<file path="src/rtl/pc_ir_unit_if.sv">
// pc_ir_unit_if: control, flag and data signals exchanged between the
// multi-cycle core (decoder, ALU, memory, result mux) and pc_ir_unit.
// The master modport is the core side; the slave modport is pc_ir_unit.
interface pc_ir_unit_if #(
  parameter int XLEN = 32
);
  // Decoder controls
  logic            PCUpdate;
  logic            IRWrite;
  logic            beq;
  logic            bne;
  logic            bge;
  logic            blt;

  // ALU flags from the rs1 - rs2 subtraction
  logic            Zero;
  logic            Negative;
  logic            Overflow;

  // Datapath inputs
  logic [XLEN-1:0] PCNext;
  logic [XLEN-1:0] ReadData;

  // Unit outputs
  logic [XLEN-1:0] PC;
  logic [XLEN-1:0] OldPC;
  logic [XLEN-1:0] Instr;
  logic            PCWrite;
  logic            BranchTaken;
  logic [31:0]     FetchCount;
  logic            Misaligned;

  modport master (
    output PCUpdate, IRWrite, beq, bne, bge, blt,
    output Zero, Negative, Overflow,
    output PCNext, ReadData,
    input  PC, OldPC, Instr, PCWrite, BranchTaken, FetchCount, Misaligned
  );

  modport slave (
    input  PCUpdate, IRWrite, beq, bne, bge, blt,
    input  Zero, Negative, Overflow,
    input  PCNext, ReadData,
    output PC, OldPC, Instr, PCWrite, BranchTaken, FetchCount, Misaligned
  );
endinterface

</file>
<file path="src/rtl/pc_ir_unit.sv">
// pc_ir_unit: program counter, fetch-time PC and instruction register for
// the multi-cycle RISC-V core. Resolves conditional branches from the ALU
// flags, produces the PC write enable and counts instruction fetches.
//
// Optional feature, macro PC_MISALIGN_TRAP_EN: when defined, a PC write to
// a target whose low two bits are not zero is suppressed and the sticky
// Misaligned flag is raised. When undefined, any target is accepted and
// Misaligned is tied low.
module pc_ir_unit #(
  parameter int              XLEN     = 32,
  parameter logic [XLEN-1:0] RESET_PC = '0
) (
  input  logic       clk,
  input  logic       reset,
  pc_ir_unit_if.slave bus
);

  localparam logic [XLEN-1:0] NOP_INSTR = XLEN'(32'h0000_0013);

  logic            lt;
  logic            branch_taken;
  logic            pc_update_req;
  logic            trap_block;
  logic            pc_write;

  logic [XLEN-1:0] pc_q;
  logic [XLEN-1:0] old_pc_q;
  logic [XLEN-1:0] instr_q;
  logic [31:0]     fetch_count_q;
  logic            misaligned_q;

  // Branch resolution and PC write enable, purely combinational
  // NOTE: every signal written here gets a value on every path (assigned
  // unconditionally), so no latch can be inferred.
  always_comb begin
    lt            = bus.Negative ^ bus.Overflow;
    // Strobes are one-hot by contract; ORing keeps the logic well defined
    // even if the decoder misbehaves.
    branch_taken  = (bus.beq & bus.Zero)  |
                    (bus.bne & ~bus.Zero) |
                    (bus.blt & lt)        |
                    (bus.bge & ~lt);
    pc_update_req = bus.PCUpdate | branch_taken;
`ifdef PC_MISALIGN_TRAP_EN
    trap_block    = pc_update_req & (bus.PCNext[1:0] != 2'b00);
`else
    trap_block    = 1'b0;
`endif
    pc_write      = pc_update_req & ~trap_block;
  end

  // Architectural PC register
  // NOTE: state registers use non-blocking assignments so every register
  // samples pre-edge values; OldPC relies on this to capture the old PC.
  always_ff @(posedge clk) begin
    if (reset) begin
      pc_q <= RESET_PC;
    end else if (pc_write) begin
      pc_q <= bus.PCNext;
    end
  end

  // Instruction register and fetch-time PC, loaded together on IRWrite
  always_ff @(posedge clk) begin
    if (reset) begin
      instr_q  <= NOP_INSTR;
      old_pc_q <= RESET_PC;
    end else if (bus.IRWrite) begin
      instr_q  <= bus.ReadData;
      old_pc_q <= pc_q;
    end
  end

  // Fetch counter, wraps silently modulo 2^32
  always_ff @(posedge clk) begin
    if (reset) begin
      fetch_count_q <= '0;
    end else if (bus.IRWrite) begin
      fetch_count_q <= fetch_count_q + 32'd1;
    end
  end

`ifdef PC_MISALIGN_TRAP_EN
  // Sticky misaligned-target flag; cleared only by reset
  always_ff @(posedge clk) begin
    if (reset) begin
      misaligned_q <= 1'b0;
    end else if (trap_block) begin
      misaligned_q <= 1'b1;
    end
  end
`else
  assign misaligned_q = 1'b0;
`endif

  assign bus.PC          = pc_q;
  assign bus.OldPC       = old_pc_q;
  assign bus.Instr       = instr_q;
  assign bus.FetchCount  = fetch_count_q;
  assign bus.Misaligned  = misaligned_q;
  assign bus.PCWrite     = pc_write;
  assign bus.BranchTaken = branch_taken;

endmodule

</file>
<file path="src/flat_wrapper.sv">
// flat-port wrapper written by rule: the top's interface ports become plain ports
module pc_ir_unit_flat 
#(
  parameter int              XLEN     = 32,
  parameter logic [XLEN-1:0] RESET_PC = '0
)
  (clk, reset, bus_PCUpdate, bus_IRWrite, bus_beq, bus_bne, bus_bge, bus_blt, bus_Zero, bus_Negative, bus_Overflow, bus_PCNext, bus_ReadData, bus_PC, bus_OldPC, bus_Instr, bus_PCWrite, bus_BranchTaken, bus_FetchCount, bus_Misaligned);
  pc_ir_unit_if #(.XLEN(XLEN)) bus_i ();
  input  logic clk;
  input  logic reset;
  input wire logic [$bits(bus_i.PCUpdate)-1:0] bus_PCUpdate;
  input wire logic [$bits(bus_i.IRWrite)-1:0] bus_IRWrite;
  input wire logic [$bits(bus_i.beq)-1:0] bus_beq;
  input wire logic [$bits(bus_i.bne)-1:0] bus_bne;
  input wire logic [$bits(bus_i.bge)-1:0] bus_bge;
  input wire logic [$bits(bus_i.blt)-1:0] bus_blt;
  input wire logic [$bits(bus_i.Zero)-1:0] bus_Zero;
  input wire logic [$bits(bus_i.Negative)-1:0] bus_Negative;
  input wire logic [$bits(bus_i.Overflow)-1:0] bus_Overflow;
  input wire logic [$bits(bus_i.PCNext)-1:0] bus_PCNext;
  input wire logic [$bits(bus_i.ReadData)-1:0] bus_ReadData;
  output wire logic [$bits(bus_i.PC)-1:0] bus_PC;
  output wire logic [$bits(bus_i.OldPC)-1:0] bus_OldPC;
  output wire logic [$bits(bus_i.Instr)-1:0] bus_Instr;
  output wire logic [$bits(bus_i.PCWrite)-1:0] bus_PCWrite;
  output wire logic [$bits(bus_i.BranchTaken)-1:0] bus_BranchTaken;
  output wire logic [$bits(bus_i.FetchCount)-1:0] bus_FetchCount;
  output wire logic [$bits(bus_i.Misaligned)-1:0] bus_Misaligned;
  assign bus_i.PCUpdate = bus_PCUpdate;
  assign bus_i.IRWrite = bus_IRWrite;
  assign bus_i.beq = bus_beq;
  assign bus_i.bne = bus_bne;
  assign bus_i.bge = bus_bge;
  assign bus_i.blt = bus_blt;
  assign bus_i.Zero = bus_Zero;
  assign bus_i.Negative = bus_Negative;
  assign bus_i.Overflow = bus_Overflow;
  assign bus_i.PCNext = bus_PCNext;
  assign bus_i.ReadData = bus_ReadData;
  assign bus_PC = bus_i.PC;
  assign bus_OldPC = bus_i.OldPC;
  assign bus_Instr = bus_i.Instr;
  assign bus_PCWrite = bus_i.PCWrite;
  assign bus_BranchTaken = bus_i.BranchTaken;
  assign bus_FetchCount = bus_i.FetchCount;
  assign bus_Misaligned = bus_i.Misaligned;
  pc_ir_unit #(.XLEN(XLEN), .RESET_PC(RESET_PC)) u_core (.clk(clk), .reset(reset), .bus(bus_i));
endmodule
</file>
<file path="config.mk">
export PLATFORM = sky130hd
export DESIGN_NAME = pc_ir_unit_flat
export DESIGN_NICKNAME = d
export VERILOG_FILES = /design/src/rtl/pc_ir_unit_if.sv /design/src/rtl/pc_ir_unit.sv /design/src/flat_wrapper.sv
export SDC_FILE = /design/constraint.sdc
export NUM_CORES = 1
export LEC_CHECK = 0
export CORE_ASPECT_RATIO = 0.7
export CORE_MARGIN = 3
export CORE_UTILIZATION = 43
export DETAILED_ROUTE_END_ITERATION = 8
export PLACE_DENSITY_LB_ADDON = 0.15
export SYNTH_ARGS = -nofsm -noshare
export SYNTH_HDL_FRONTEND = slang
export SYNTH_SLANG_ARGS = --single-unit
</file>
<file path="constraint.sdc">
create_clock -name clk -period 3.2 [get_ports clk]
set_input_delay 0.96 -clock clk [delete_from_list [all_inputs] [get_ports clk]]
set_output_delay 0.96 -clock clk [all_outputs]
set_load 0.05 [all_outputs]
</file>
==> results of run 1 <==
## layout make-up
cell class	count	area, sq um	area share, %
well taps	153	191	2.40
multi-input cells	358	2440	30.6
inverters	4	15.0	0.189
repair buffers	219	2150	27.0
clock buffers	19	443	5.56
clock inverters	13	163	2.04
flip-flops and latches	128	2560	32.2
## synthesized netlist by cell type
library cell	number
xnor2_1	7
mux2_2	3
clkbuf_1	34
and4_1	3
nor2_1	72
nand4b_1	32
conb_1	1
or4_1	13
nand3_1	9
ha_1	1
inv_1	4
a21oi_1	53
nor4_1	1
buf_6	1
and3_1	2
mux2i_1	64
nand2_1	13
or3_2	4
o31ai_1	43
xor2_1	3
buf_2	3
nor2b_1	4
a211o_1	3
buf_4	1
nand4_1	5
or3_1	7
dfxtp_1	128
o21ai_0	10
clkbuf_2	1
nand4_2	1
nor3_1	4
buf_1	7
## report_power, final
| group | switching, mW | internal [mW] |
|---|---|---|
| combinational | 0.465 | 0.296 |
| clock | 0.715 | 1.25 |
| sequential | 0.0484 | 1.67 |
| total | 1.23 | 3.21 |
## logic make-up (layout without fill, tap and decap cells)
| logic type | after synthesis | after routing | synth area share, % |
|---|---|---|---|
| buf+inv | 51 | 255 | 4.02 |
| simple gates | 170 | 170 | 18.4 |
| compound gates | 109 | 109 | 12.9 |
| fa+ha+maj | 1 | 1 | 0.242 |
| other cells | 1 | 1 | 0.0726 |
| mux | 67 | 67 | 13.1 |
| xor+xnor | 10 | 10 | 1.70 |
| flops | 128 | 128 | 49.6 |
## how the worst min path moves through the flow
stage	from	to	slack (ns)	cells past startpoint
finish	u_core.bus.FetchCount[31]	u_core.bus.FetchCount[31]	0.49	2
global route	u_core.bus.FetchCount[31]	u_core.bus.FetchCount[31]	0.51	2
CTS	u_core.bus.FetchCount[31]	u_core.bus.FetchCount[31]	0.49	2
detailed placement	u_core.bus.FetchCount[31]	u_core.bus.FetchCount[31]	0.48	2
global placement	u_core.bus.FetchCount[31]	u_core.bus.FetchCount[31]	0.46	2
floorplan	u_core.bus.FetchCount[31]	u_core.bus.FetchCount[31]	0.70	2
## layer usage
metal  GRT usage [%]  up-vias
met3            7.71       22
met2            35.6      162
met5               0        -
li1                -     2336
met1            27.9     2353
met4            7.90        0
## sequential cells by signal, summed over array words and instances (netlist names)
signal                 cells
u_core.bus.FetchCount     32
u_core.bus.Instr          32
u_core.bus.PC             32
u_core.bus.OldPC          32
## stage by stage
| stage | total power, mW | hold WS, ns | cells |
|---|---|---|---|
| floorplan | 2.20 | 0.704 | 537 |
| global placement | 2.49 | 0.460 | 861 |
| detailed placement | 2.50 | 0.478 | 861 |
| CTS | 4.48 | 0.486 | 894 |
| global route | 4.59 | 0.511 | 894 |
| finish | 4.44 | 0.488 | 894 |
## worst max-delay path, cell delays in order
cell	delay, ns
clkdlybuf4s50_1	0.42
mux2_4	0.29
or3_4	0.35
buf_8	0.16
## what timing repair did
| item | 4_1_cts | 5_1_grt |
|---|---|---|
| pin swaps | 2 | 2 |
| gates resized for setup | 10 | 5 |
| buffers inserted | 1 | 0 |
| setup endpoints to repair | 2 | 1 |
| endpoints found under the hold margin | 0 | 0 |
| cloned | 0 | 0 |
==> flow_summary_export.csv, run 1 <==
group,metric,value,unit
outcome,status,"finished clean",
final_layout,num_antenna_cells,0,
power_and_ir_drop,power_density,557,nW/um^2
timing,setup_slack,0.0557,ns
critical_path,cp.required,2.24,ns
power_and_ir_drop,leakagePower,2.98,nW
final_layout,fin_nets,804,
route,dr.first_iter.drc_count,303,
critical_path,ff2ff_path_depth,4,
critical_path,r2r-start,"u_core.bus.FetchCount[4]",
critical_path,crit_end,"bus_PCWrite",
global_route,grt_max_degree,78,
clocking,cts-root-buf,"clkbuf_16",
floorplan,dieHeight,97.7,um
timing,skew,0.0125,ns
logic_synthesis,syn_area_per_cell,9.61,sq um
placement,gp_congestion,0.813,
clocking,tritoncts,"done",
timing,hold_violations,0,
critical_path,timing.rr.end,"u_core.bus.FetchCount[31]",
timing,setup-tns-final,0,ns
timing,max_slew_margin,32.1,%
timing,worstMarginPinSlew,1.02,ns
critical_path,critPathKind,"input pin to output port",
logic_synthesis,synth_area_leaders,"dfxtp_1 50%, mux2i_1 12%, o31ai_1 6.3%, nand4b_1 5.4%, nor2_1 5.2%",
critical_path,critPathLaunchType,"input pin",
route,firstDrtPassIters,6,
logic_synthesis,yosysWarnings,0,
route,antenna_left,0,
final_layout,fillers,885,
clocking,cts_htree_levels,4,
placement,io_buffer_count,204,
final_layout,areaGrowthSynthToFinish,54.3,%
placement,pre_cts_slack,-0.302,ns
logic_synthesis,ys_types,32,
timing,fin_crit_sh,98.3,%
floorplan,dieArea,13400,sq um
timing,rsz0062_at_grt,"no",
final_layout,final_util,70.0,%
final_layout,final_common_cell,"clkdlybuf4s50_1",
logic_synthesis,yosys.area.top_type,"dfxtp_1",
worst_hold_path,min_path_type,"register to register",
route,wl_met2,7290,um
route,finalWirelength,15100,um
clocking,postCtsHoldBufs,0,
flow_run,drv_cap,0,
clocking,clock_latency,0.40,ns
logic_synthesis,ys_seq_area_share,49.6,%
logic_synthesis,netlist_instances,537,
timing,period_minus_slack,3.14,ns
route,vias_per_cell,5.45,
critical_path,worst-path-max-fanout,2,
critical_path,critPathLaunch,"bus_bne",
timing,setup_viol,0,
final_layout,mostFrequentLayoutCells,"194 x clkdlybuf4s50_1, 128 x dfxtp_1, 72 x nor2_1, 62 x mux2i_1, 53 x a21oi_1",
route,routed-wl-met3,1190,um
clocking,numCtsBuffers,17,
power_and_ir_drop,ir_worst_vdd,0.409,mV
route,drt-met1-wl,6370,um
placement,dpl.hpwl,10000,um
global_route,grt_overflow,0,
final_layout,drive_above_1_share,8.77,%
logic_synthesis,ys_ff_latch,128,
route,highest_layer,"met4",
critical_path,r2r_slack,0.84,ns
clocking,clkTransAtPathRegs,0.06,ns
timing,fmax,318,MHz
clocking,clkSinkCount,128,
floorplan,start_util,45.4,%
critical_path,cp-end-kind,"output port",
floorplan,rows,32,
route,vias,4873,
floorplan,fp.dieW,137,um
global_route,grt_use_total,22.3,%
logic_synthesis,syn_area,5160,sq um
logic_synthesis,yosysTopAreaCellShare,49.6,%
timing,finalMaxSlewViolations,0,
logic_synthesis,synth_nets,613,
route,wl_per_cell,16.9,um
global_route,grt_pass1_wl,24400,um
floorplan,coreArea,11400,sq um
critical_path,cp.arrival,2.18,ns
global_route,antenna_found_initial,0,
global_route,grt_pass1_vias,4868,
final_layout,fin_area,7970,sq um
route,drc_errors,0,
placement,placed_cell_area,7330,sq um
clocking,clockBufferDepth,2,
floorplan,boundaryPins,206,
Power figures use the tool's default switching activity.
==> run 2, diff against run 1 <==
CELL_PAD_IN_SITES_DETAIL_PLACEMENT = 0   (was not set)
CELL_PAD_IN_SITES_GLOBAL_PLACEMENT = 1   (was not set)
CORE_UTILIZATION = 32   (was 43)
==> run 2 against run 1 <==
Against the previous run: wire length increased by 4.7%; global-route usage decreased by 4.6 points; cell count increased by 5.4%; largest power group unchanged.
==> flow_summary_export.csv, run 2 (synthesis gave the netlist of run 1 again) <==
group,metric,value,unit
final_layout,areaGrowthSynthToFinish,54.8,%
route,drc_errors,0,
placement,dpl.cell_count,910,
power_and_ir_drop,swShare,29.8,%
floorplan,coreArea,15600,sq um
placement,gp_congestion,0.732,
timing,hold_violations,0,
floorplan,start_util,33.0,%
route,dr.first_iter.drc_count,257,
floorplan,fp.dieW,158,um
clocking,clkSinkCount,128,
critical_path,worst-path-max-fanout,2,
clocking,clkTransAtPathRegs,0.06,ns
floorplan,dieArea,17700,sq um
timing,worstMarginPinSlew,0.777,ns
clocking,clockBufferDepth,2,
route,vias_per_cell,5.08,
global_route,grt_max_degree,65,
global_route,grt_overflow,0,
critical_path,cp.required,2.24,ns
clocking,numCtsBuffers,17,
route,firstDrtPassIters,5,
timing,skew,0.0110,ns
route,antenna_left,0,
route,vias,4782,
final_layout,mostFrequentLayoutCells,"196 x clkdlybuf4s50_1, 128 x dfxtp_1, 72 x nor2_1, 62 x mux2i_1, 53 x a21oi_1",
final_layout,final_cells,942,
placement,pre_cts_slack,-0.273,ns
route,finalWirelength,15800,um
critical_path,cp-end-kind,"output port",
timing,hold_ws,0.487,ns
power_and_ir_drop,power_density,539,nW/um^2
floorplan,boundaryPins,206,
placement,dpl.hpwl,10500,um
critical_path,critPathKind,"input pin to output port",
outcome,status,"finished clean",
route,wl_per_cell,16.8,um
power_and_ir_drop,p_sw,1.28,mW
final_layout,num_antenna_cells,0,
clocking,clock_latency,0.41,ns
timing,setup_slack,0.00870,ns
power_and_ir_drop,p_int,3.03,mW
floorplan,dieHeight,112,um
power_and_ir_drop,p_clk_share,42.5,%
final_layout,final_util,51.1,%
power_and_ir_drop,ir_worst_vdd,0.293,mV
power_and_ir_drop,pwr-share-comb,17.7,%
critical_path,cp.arrival,2.23,ns
timing,setup_viol,0,
critical_path,critPathLaunchType,"input pin",
floorplan,rows,38,
timing,max_slew_margin,48.2,%
timing,fmax,313,MHz
power_and_ir_drop,power,4.31,mW
final_layout,final_common_cell,"clkdlybuf4s50_1",
timing,period_minus_slack,3.19,ns
flow_run,drv_cap,0,
timing,fin_crit_sh,99.7,%
clocking,tritoncts,"done",
placement,io_buffer_count,204,
global_route,antenna_found_initial,0,
clocking,postCtsHoldBufs,0,
power_and_ir_drop,leakagePower,2.96,nW
clocking,cts_htree_levels,4,
power_and_ir_drop,pwr-share-seq,39.8,%
global_route,grt_use_total,17.8,%
global_route,grt_pass1_vias,4832,
clocking,cts-root-buf,"clkbuf_16",
final_layout,fin_nets,805,
final_layout,drive_above_1_share,8.76,%
timing,finalMaxSlewViolations,0,
worst_hold_path,min_path_type,"register to register",
global_route,grt_pass1_wl,25500,um
-- run 2: cell count changes in the layout (fill, tap and decap cells not counted), moves of 2 or more --
| cell | previous run | this run |
|---|---|---|
| clkinv_4 | 1 | 3 |
| clkdlybuf4s50_1 | 194 | 196 |
| bufinv_16 | 3 | 0 |
| clkinvlp_4 | 6 | 3 |
| inv_6 | 1 | 5 |
| clkbuf_8 | 1 | 3 |
| clkbuf_2 | 2 | 0 |
| dlymetal6s2s_1 | 2 | 0 |
-- run 2: final timing paths --
kind | startpoint | to | slack (ns) | depth (start not counted)
setup / recovery | bus_Negative | bus_PCWrite | 0.009 | 5
hold / removal | u_core.bus.OldPC[1] | u_core.bus.OldPC[1] | 0.49 | 2
setup reg to reg | u_core.bus.FetchCount[3] | u_core.bus.FetchCount[30] | 0.80 | 4
hold reg to reg | u_core.bus.OldPC[1] | u_core.bus.OldPC[1] | 0.49 | 2
-- run 2: cell type report --
class	instances	area [sq um]
clock buffers	20	467
clock inverters	12	97.6
fillers	1419	7650
inverters	4	15.0
multi-input cells	358	2440
flip-flops and latches	128	2560
well taps	200	250
repair buffers	220	2160
-- run 2: timing repair --
item	CTS	global route
endpoints found under the setup margin	2	1
pin swaps	2	1
hold endpoints to repair	0	0
gates resized for setup	6	4
buffers inserted	0	0
-- run 2: through the flow --
stage / setup TNS, ns / instance area [sq um]
floorplan: 0 / 5160
global placement: -0.247 / 7400
detailed placement: -0.280 / 7400
CTS: 0 / 7980
global route: -0.0101 / 7990
finish: 0 / 7990
-- run 2: worst max-delay path: stages --
cell,delay [ns]
dlygate4sd2_1,0.26
xnor2_2,0.18
mux2_4,0.33
or3_4,0.34
buf_8,0.16
-- run 2: metal layers --
metal,track usage [%],vias up,routed length (um)
li1,-,2344,-
met1,24.1,2271,7330
met2,26.7,148,7020
met3,6.59,19,1280
met4,4.97,0,215
met5,0,-,0
-- run 2: power by group through the flow --
stage	logic [mW]	registers, mW	clock network (mW)
floorplan	0.209	1.99	0
global placement	0.756	1.74	0
detailed placement	0.760	1.75	0
CTS	0.766	1.71	1.88
global route	0.807	1.72	1.96
finish	0.764	1.71	1.83
==> run 3, diff against run 2 <==
CORE_UTILIZATION = 33   (was 32)
CTS_BUF_LIST = sky130_fd_sc_hd__clkbuf_8   (was not set)
REMOVE_ABC_BUFFERS = 1   (was not set)
==> run 3 against run 2 <==
Against the previous run: cell count decreased by 0.53%; power fell by 7.5%; clock power decreased by 17%; hold slack barely moved; worst setup slack improved by 0.027 ns; sequential cell count unchanged; wire length up 0.28%; sequential power about the same; maximum frequency grew 0.85%; sequential share of layout area increased by 0.61 points; register-to-register slack hardly changed.
==> flow_summary_export.csv, run 3 (synthesis gave the netlist of run 1 again) <==
group,metric,value,unit
clocking,cts_htree_levels,4,
timing,hold_violations,0,
timing,max_slew_margin,46.7,%
global_route,groute.layer.met2.usage,27.7,%
final_layout,areaGrowthSynthToFinish,52.0,%
route,wl_per_cell,17.0,um
critical_path,cp_num_buf_inv,2,
placement,placed_cell_area,7400,sq um
global_route,grt_overflow,0,
timing,fin_crit_sh,98.9,%
clocking,clock_latency,0.42,ns
placement,dpl.hpwl,10900,um
route,drc_errors,0,
floorplan,fp.dieW,155,um
critical_path,worst-path-max-fanout,2,
global_route,antenna_found_initial,0,
timing,setup_viol,0,
timing,skew,0.0156,ns
critical_path,cp_top_family,"buffers and inverters",
final_layout,drive_above_1_share,8.63,%
clocking,numCtsBuffers,17,
critical_path,cp_slowest_cell,"clkdlybuf4s50_1",
route,antenna_left,0,
power_and_ir_drop,power_density,509,nW/um^2
global_route,grt_pass1_vias,4659,
critical_path,critPathLaunchType,"input pin",
floorplan,boundaryPins,206,
route,firstDrtPassIters,4,
timing,period_minus_slack,3.16,ns
power_and_ir_drop,leakagePower,2.91,nW
timing,hold_ws,0.487,ns
timing,finalMaxSlewViolations,0,
worst_hold_path,min_path_type,"register to register",
final_layout,num_antenna_cells,0,
clocking,cts-root-buf,"clkbuf_8",
clocking,clkTransAtPathRegs,0.08,ns
critical_path,critPathKind,"input pin to output port",
timing,rsz0062_at_grt,"no",
floorplan,rows,37,
floorplan,dieArea,17200,sq um
final_layout,fin_area,7850,sq um
placement,io_buffer_count,204,
global_route,grtUsageMet3,8.81,%
route,vias,4742,
floorplan,dieHeight,111,um
flow_run,drv_cap,0,
critical_path,max_stage_delay,0.42,ns
clocking,tritoncts,"done",
floorplan,coreArea,15000,sq um
global_route,grt_pass1_wl,25700,um
final_layout,final_common_cell,"clkdlybuf4s50_1",
clocking,clkSinkCount,128,
clocking,postCtsHoldBufs,0,
placement,gp_congestion,0.790,
timing,fmax,316,MHz
global_route,busiest_layer,"met2",
route,vias_per_cell,5.06,
power_and_ir_drop,power,3.99,mW
power_and_ir_drop,ir_worst_vdd,0.291,mV
critical_path,cp-end-kind,"output port",
outcome,status,"finished clean",
critical_path,cp.arrival,2.20,ns
global_route,grt_max_degree,65,
global_route,grt_use_total,18.3,%
timing,worstMarginPinSlew,0.799,ns
clocking,cts_setup_buffers,0,
final_layout,mostFrequentLayoutCells,"195 x clkdlybuf4s50_1, 128 x dfxtp_1, 72 x nor2_1, 62 x mux2i_1, 53 x a21oi_1",
route,dr.first_iter.drc_count,222,
floorplan,start_util,34.4,%
critical_path,cp.required,2.24,ns
global_route,use_met1,23.8,%
route,finalWirelength,15900,um
critical_path,crit_chain,"clkdlybuf4s50_1 -> mux2_4 -> or3_4 -> buf_12",
final_layout,fin_nets,805,
clocking,clockBufferDepth,2,
-- run 3: cell types whose count changed in the layout (fill, tap and decap cells not counted), sizes merged --
cell and delta:
clkdlybuf4s50 -1, bufinv +4, clkbuf -2, inv -1
buf +1, clkinvlp -2, clkdlybuf4s15 -1, clkinv +2
-- run 3: worst register-to-register path: stages, from the launching register on --
cell and delay [ns]:
dfxtp_1 0.47, nand4_2 0.22, or4_1 0.87, or4_1 0.60, a21oi_1 0.15
-- run 3: final timing paths --
path,start,end,slack (ns),cells past startpoint
hold reg to reg,u_core.bus.FetchCount[31],u_core.bus.FetchCount[31],0.49,2
hold / removal,u_core.bus.FetchCount[31],u_core.bus.FetchCount[31],0.49,2
setup / recovery,bus_bge,bus_PCWrite,0.04,4
setup reg to reg,u_core.bus.FetchCount[3],u_core.bus.FetchCount[18],0.81,4
-- run 3: final cells by class --
class | count | area [sq um]
timing repair buffer | 220 | 2160
fill | 1391 | 7150
clock buffer | 17 | 234
inverter | 4 | 15.0
tap | 195 | 244
multi-input combinational | 358 | 2430
clock inverter | 15 | 196
sequential | 128 | 2560
-- run 3: routing by layer --
metal  up-vias  wire (um)  share of wire, %
met2       150       6840                43
met1      2247       7220                45
li1       2336          -                 -
met5         -          0                 0
met3         9       1720                11
met4         0        113              0.71
-- run 3: report_power, final --
| group | total (mW) | switching [mW] | internal, mW |
|---|---|---|---|
| logic | 0.764 | 0.469 | 0.295 |
| registers | 1.71 | 0.0490 | 1.66 |
| clock network | 1.51 | 0.665 | 0.848 |
-- run 3: through the flow --
stage	setup TNS (ns)	std cells	worst slack [ns]	util, %
after CTS	0	937	0.00235	52.3
after global placement	-0.375	905	-0.322	49.3
after floorplan	-1.07	490	-0.972	-
final	0	937	0.0356	52.3
after detailed placement	-0.333	905	-0.294	49.3
after global routing	0	937	0.0152	52.3
-- run 3: what timing repair did --
action,4_1_cts,5_1_grt
pin swaps,2,2
gates resized for setup,14,1
endpoints found under the setup margin,2,1
==> patch, RTL diff (flow settings as in run 3) <==
`XLEN` is set to 32 in 3 places; all go to 40.
--- a/src/rtl/pc_ir_unit_if.sv
+++ b/src/rtl/pc_ir_unit_if.sv
@@ -2,7 +2,7 @@
 // multi-cycle core (decoder, ALU, memory, result mux) and pc_ir_unit.
 // The master modport is the core side; the slave modport is pc_ir_unit.
 interface pc_ir_unit_if #(
-  parameter int XLEN = 32
+  parameter int XLEN = 40
 );
   // Decoder controls
   logic            PCUpdate;
--- a/src/rtl/pc_ir_unit.sv
+++ b/src/rtl/pc_ir_unit.sv
@@ -7,7 +7,7 @@
 // Misaligned flag is raised. When undefined, any target is accepted and
 // Misaligned is tied low.
 module pc_ir_unit #(
-  parameter int              XLEN     = 32,
+  parameter int              XLEN     = 40,
   parameter logic [XLEN-1:0] RESET_PC = '0
 ) (
   input  logic       clk,
--- a/src/flat_wrapper.sv
+++ b/src/flat_wrapper.sv
@@ -1,7 +1,7 @@
 // flat-port wrapper written by rule: the top's interface ports become plain ports
 module pc_ir_unit_flat 
 #(
-  parameter int              XLEN     = 32,
+  parameter int              XLEN     = 40,
   parameter logic [XLEN-1:0] RESET_PC = '0
 )
   (clk, reset, bus_PCUpdate, bus_IRWrite, bus_beq, bus_bne, bus_bge, bus_blt, bus_Zero, bus_Negative, bus_Overflow, bus_PCNext, bus_ReadData, bus_PC, bus_OldPC, bus_Instr, bus_PCWrite, bus_BranchTaken, bus_FetchCount, bus_Misaligned);
Ports: changed (5 resized); port bits go from 206 to 246. No check against the original RTL was run, so the function may have changed too.
==> patch against run 3 <==
- design area increased by 18%
- first-iteration DRC count up 47%
- clock skew is 0.0063 ns lower
- worst setup slack gained 0.0088 ns
- via count is 17% higher
- routed wire length grew 19%
- critical path type unchanged
- combinational power grew 23%
- hold slack improved by 0.0091 ns
- power up 15%
- final cell count rose by 18%
- area after synthesis up 19%
- sequential cell count rose by 24
==> patch: results (changes against run 3) <==
[global_routing]
grt_start_max_net_pins = 87  ; +34%
wire_length_of_the_first_global_routing_pass_um = 30200  ; +18%
global_route_usage_over_all_layers = 0.185  ; +0.00217
antenna_found_initial = 1  ; +1

[worst_setup_path]
startpoint = bus_beq
ff_to_ff_setup_slack_ns = 0.99  ; +0.18 ns
critical_path.reg2reg.endpoint = u_core.bus.FetchCount[31]

[logic_synthesis]
synth.yosys.warnings = 0  ; unchanged
postSynthRegisterBits = 152  ; +19%
synth.area.top_cells = dfxtp_1, mux2i_1, nor2_1
top_cells_by_instance_count_after_synthesis = dfxtp_1, nor2_1, mux2i_1, a21oi_1, o31ai_1
synthesis.area_per_instance_um2 = 9.70  ; +0.87%
yosysSeqAreaShare = 0.497  ; about the same

[route]
route.detailed.wl_per_inst_um = 17.2  ; +1.2%
totalWireLength_um = 18900  ; +19%
drt-initial-drc-count = 326  ; +47%

[run_status]
outcome = finished clean

[finish]
final_net_count = 946  ; +18%
share_of_layout_cells_above_drive_strength_1 = 0.0797  ; -0.00658

[power_and_ir_drop]
static-leakage-power_uw = 0.00349  ; +20%
peak_supply_drop_mv = 0.248  ; -15%
swShare = 0.301  ; +0.00423

[cts]
clock_latency_late_sink_ns = 0.45  ; +0.03 ns

[place]
io_buffers = 244  ; +20%
placed_cells = 1070  ; +18%
place.gp.congestion = 0.768  ; -2.8%

[patch: cell types whose count changed after synthesis, moves of 4 or more]
cell,delta
mux2i_1,+16
dfxtp_1,+24
nand4b_1,+8
nor2_1,+25
nor2b_1,+4
clkbuf_1,+6
mux2_2,+6
or4_1,-6
[patch: what timing repair did]
action                     in CTS  in global routing
gates resized for setup        16                  1
hold buffers                    0                  0
buffers inserted                1                  0
pin swaps                       2                  2
setup endpoints to repair       2                  1
[patch: cell type report]
class / instances / area, um^2
inverters: 6 / 22.5
clock buffers: 18 / 248
well taps: 236 / 295
repair buffers: 261 / 2590
clock inverters: 13 / 180
flip-flops and latches: 152 / 3040
multi-input cells: 416 / 2870
fillers: 1641 / 8860
[patch: worst register-to-register path, cell delays in order (launching register included)]
cell and delay [ns]:
dfxtp_1 0.47, nand4_2 0.18, or4_1 0.78, nor4_1 0.31
mux2_2 0.37
[patch: cell families after synthesis]
logic type      Yosys count  share of synthesized area
simple gates            203                      0.184
flops                   152                      0.497
compound gates          111                      0.111
mux                      89                      0.147
buf+inv                  64                     0.0423
xor+xnor                 11                     0.0157
fa+ha+maj                 1                    0.00204
other cells               1                   0.000612
[patch: worst min-delay path by stage]
stage	slack, ns	startpoint	to	cells past startpoint
after floorplan	0.71	u_core.bus.FetchCount[23]	u_core.bus.FetchCount[23]	2
after global placement	0.47	u_core.bus.FetchCount[23]	u_core.bus.FetchCount[23]	2
after detailed placement	0.48	u_core.bus.Instr[24]	u_core.bus.Instr[24]	2
after CTS	0.50	u_core.bus.Instr[8]	u_core.bus.Instr[8]	2
after global routing	0.53	u_core.bus.FetchCount[23]	u_core.bus.FetchCount[23]	2
final	0.50	u_core.bus.Instr[8]	u_core.bus.Instr[8]	2
[patch: layer usage]
layer	up-vias	routed length, um	global-route usage
li1	2702	-	-
met1	2663	8170	0.233
met2	152	8850	0.295
met3	17	1720	0.0810
met4	2	159	0.0424
met5	-	13	0
[patch: per-stage QoR]
step	area (um^2)	hold WS, ns	setup slack (ns)
floorplan	5890	0.706	-1.34
global placement	8800	0.471	-0.367
detailed placement	8800	0.483	-0.352
CTS	9250	0.504	0.000382
global route	9250	0.527	0.0227
finish	9250	0.496	0.0444
[patch: power by group through the flow]
stage	clock (uW)	sequential, uW	combinational (uW)
3_5_place_dp	0	2080	938
4_1_cts	1660	2040	946
2_1_floorplan	0	2380	188
3_3_place_gp	0	2080	930
6_report	1600	2040	937
5_1_grt	1730	2060	988
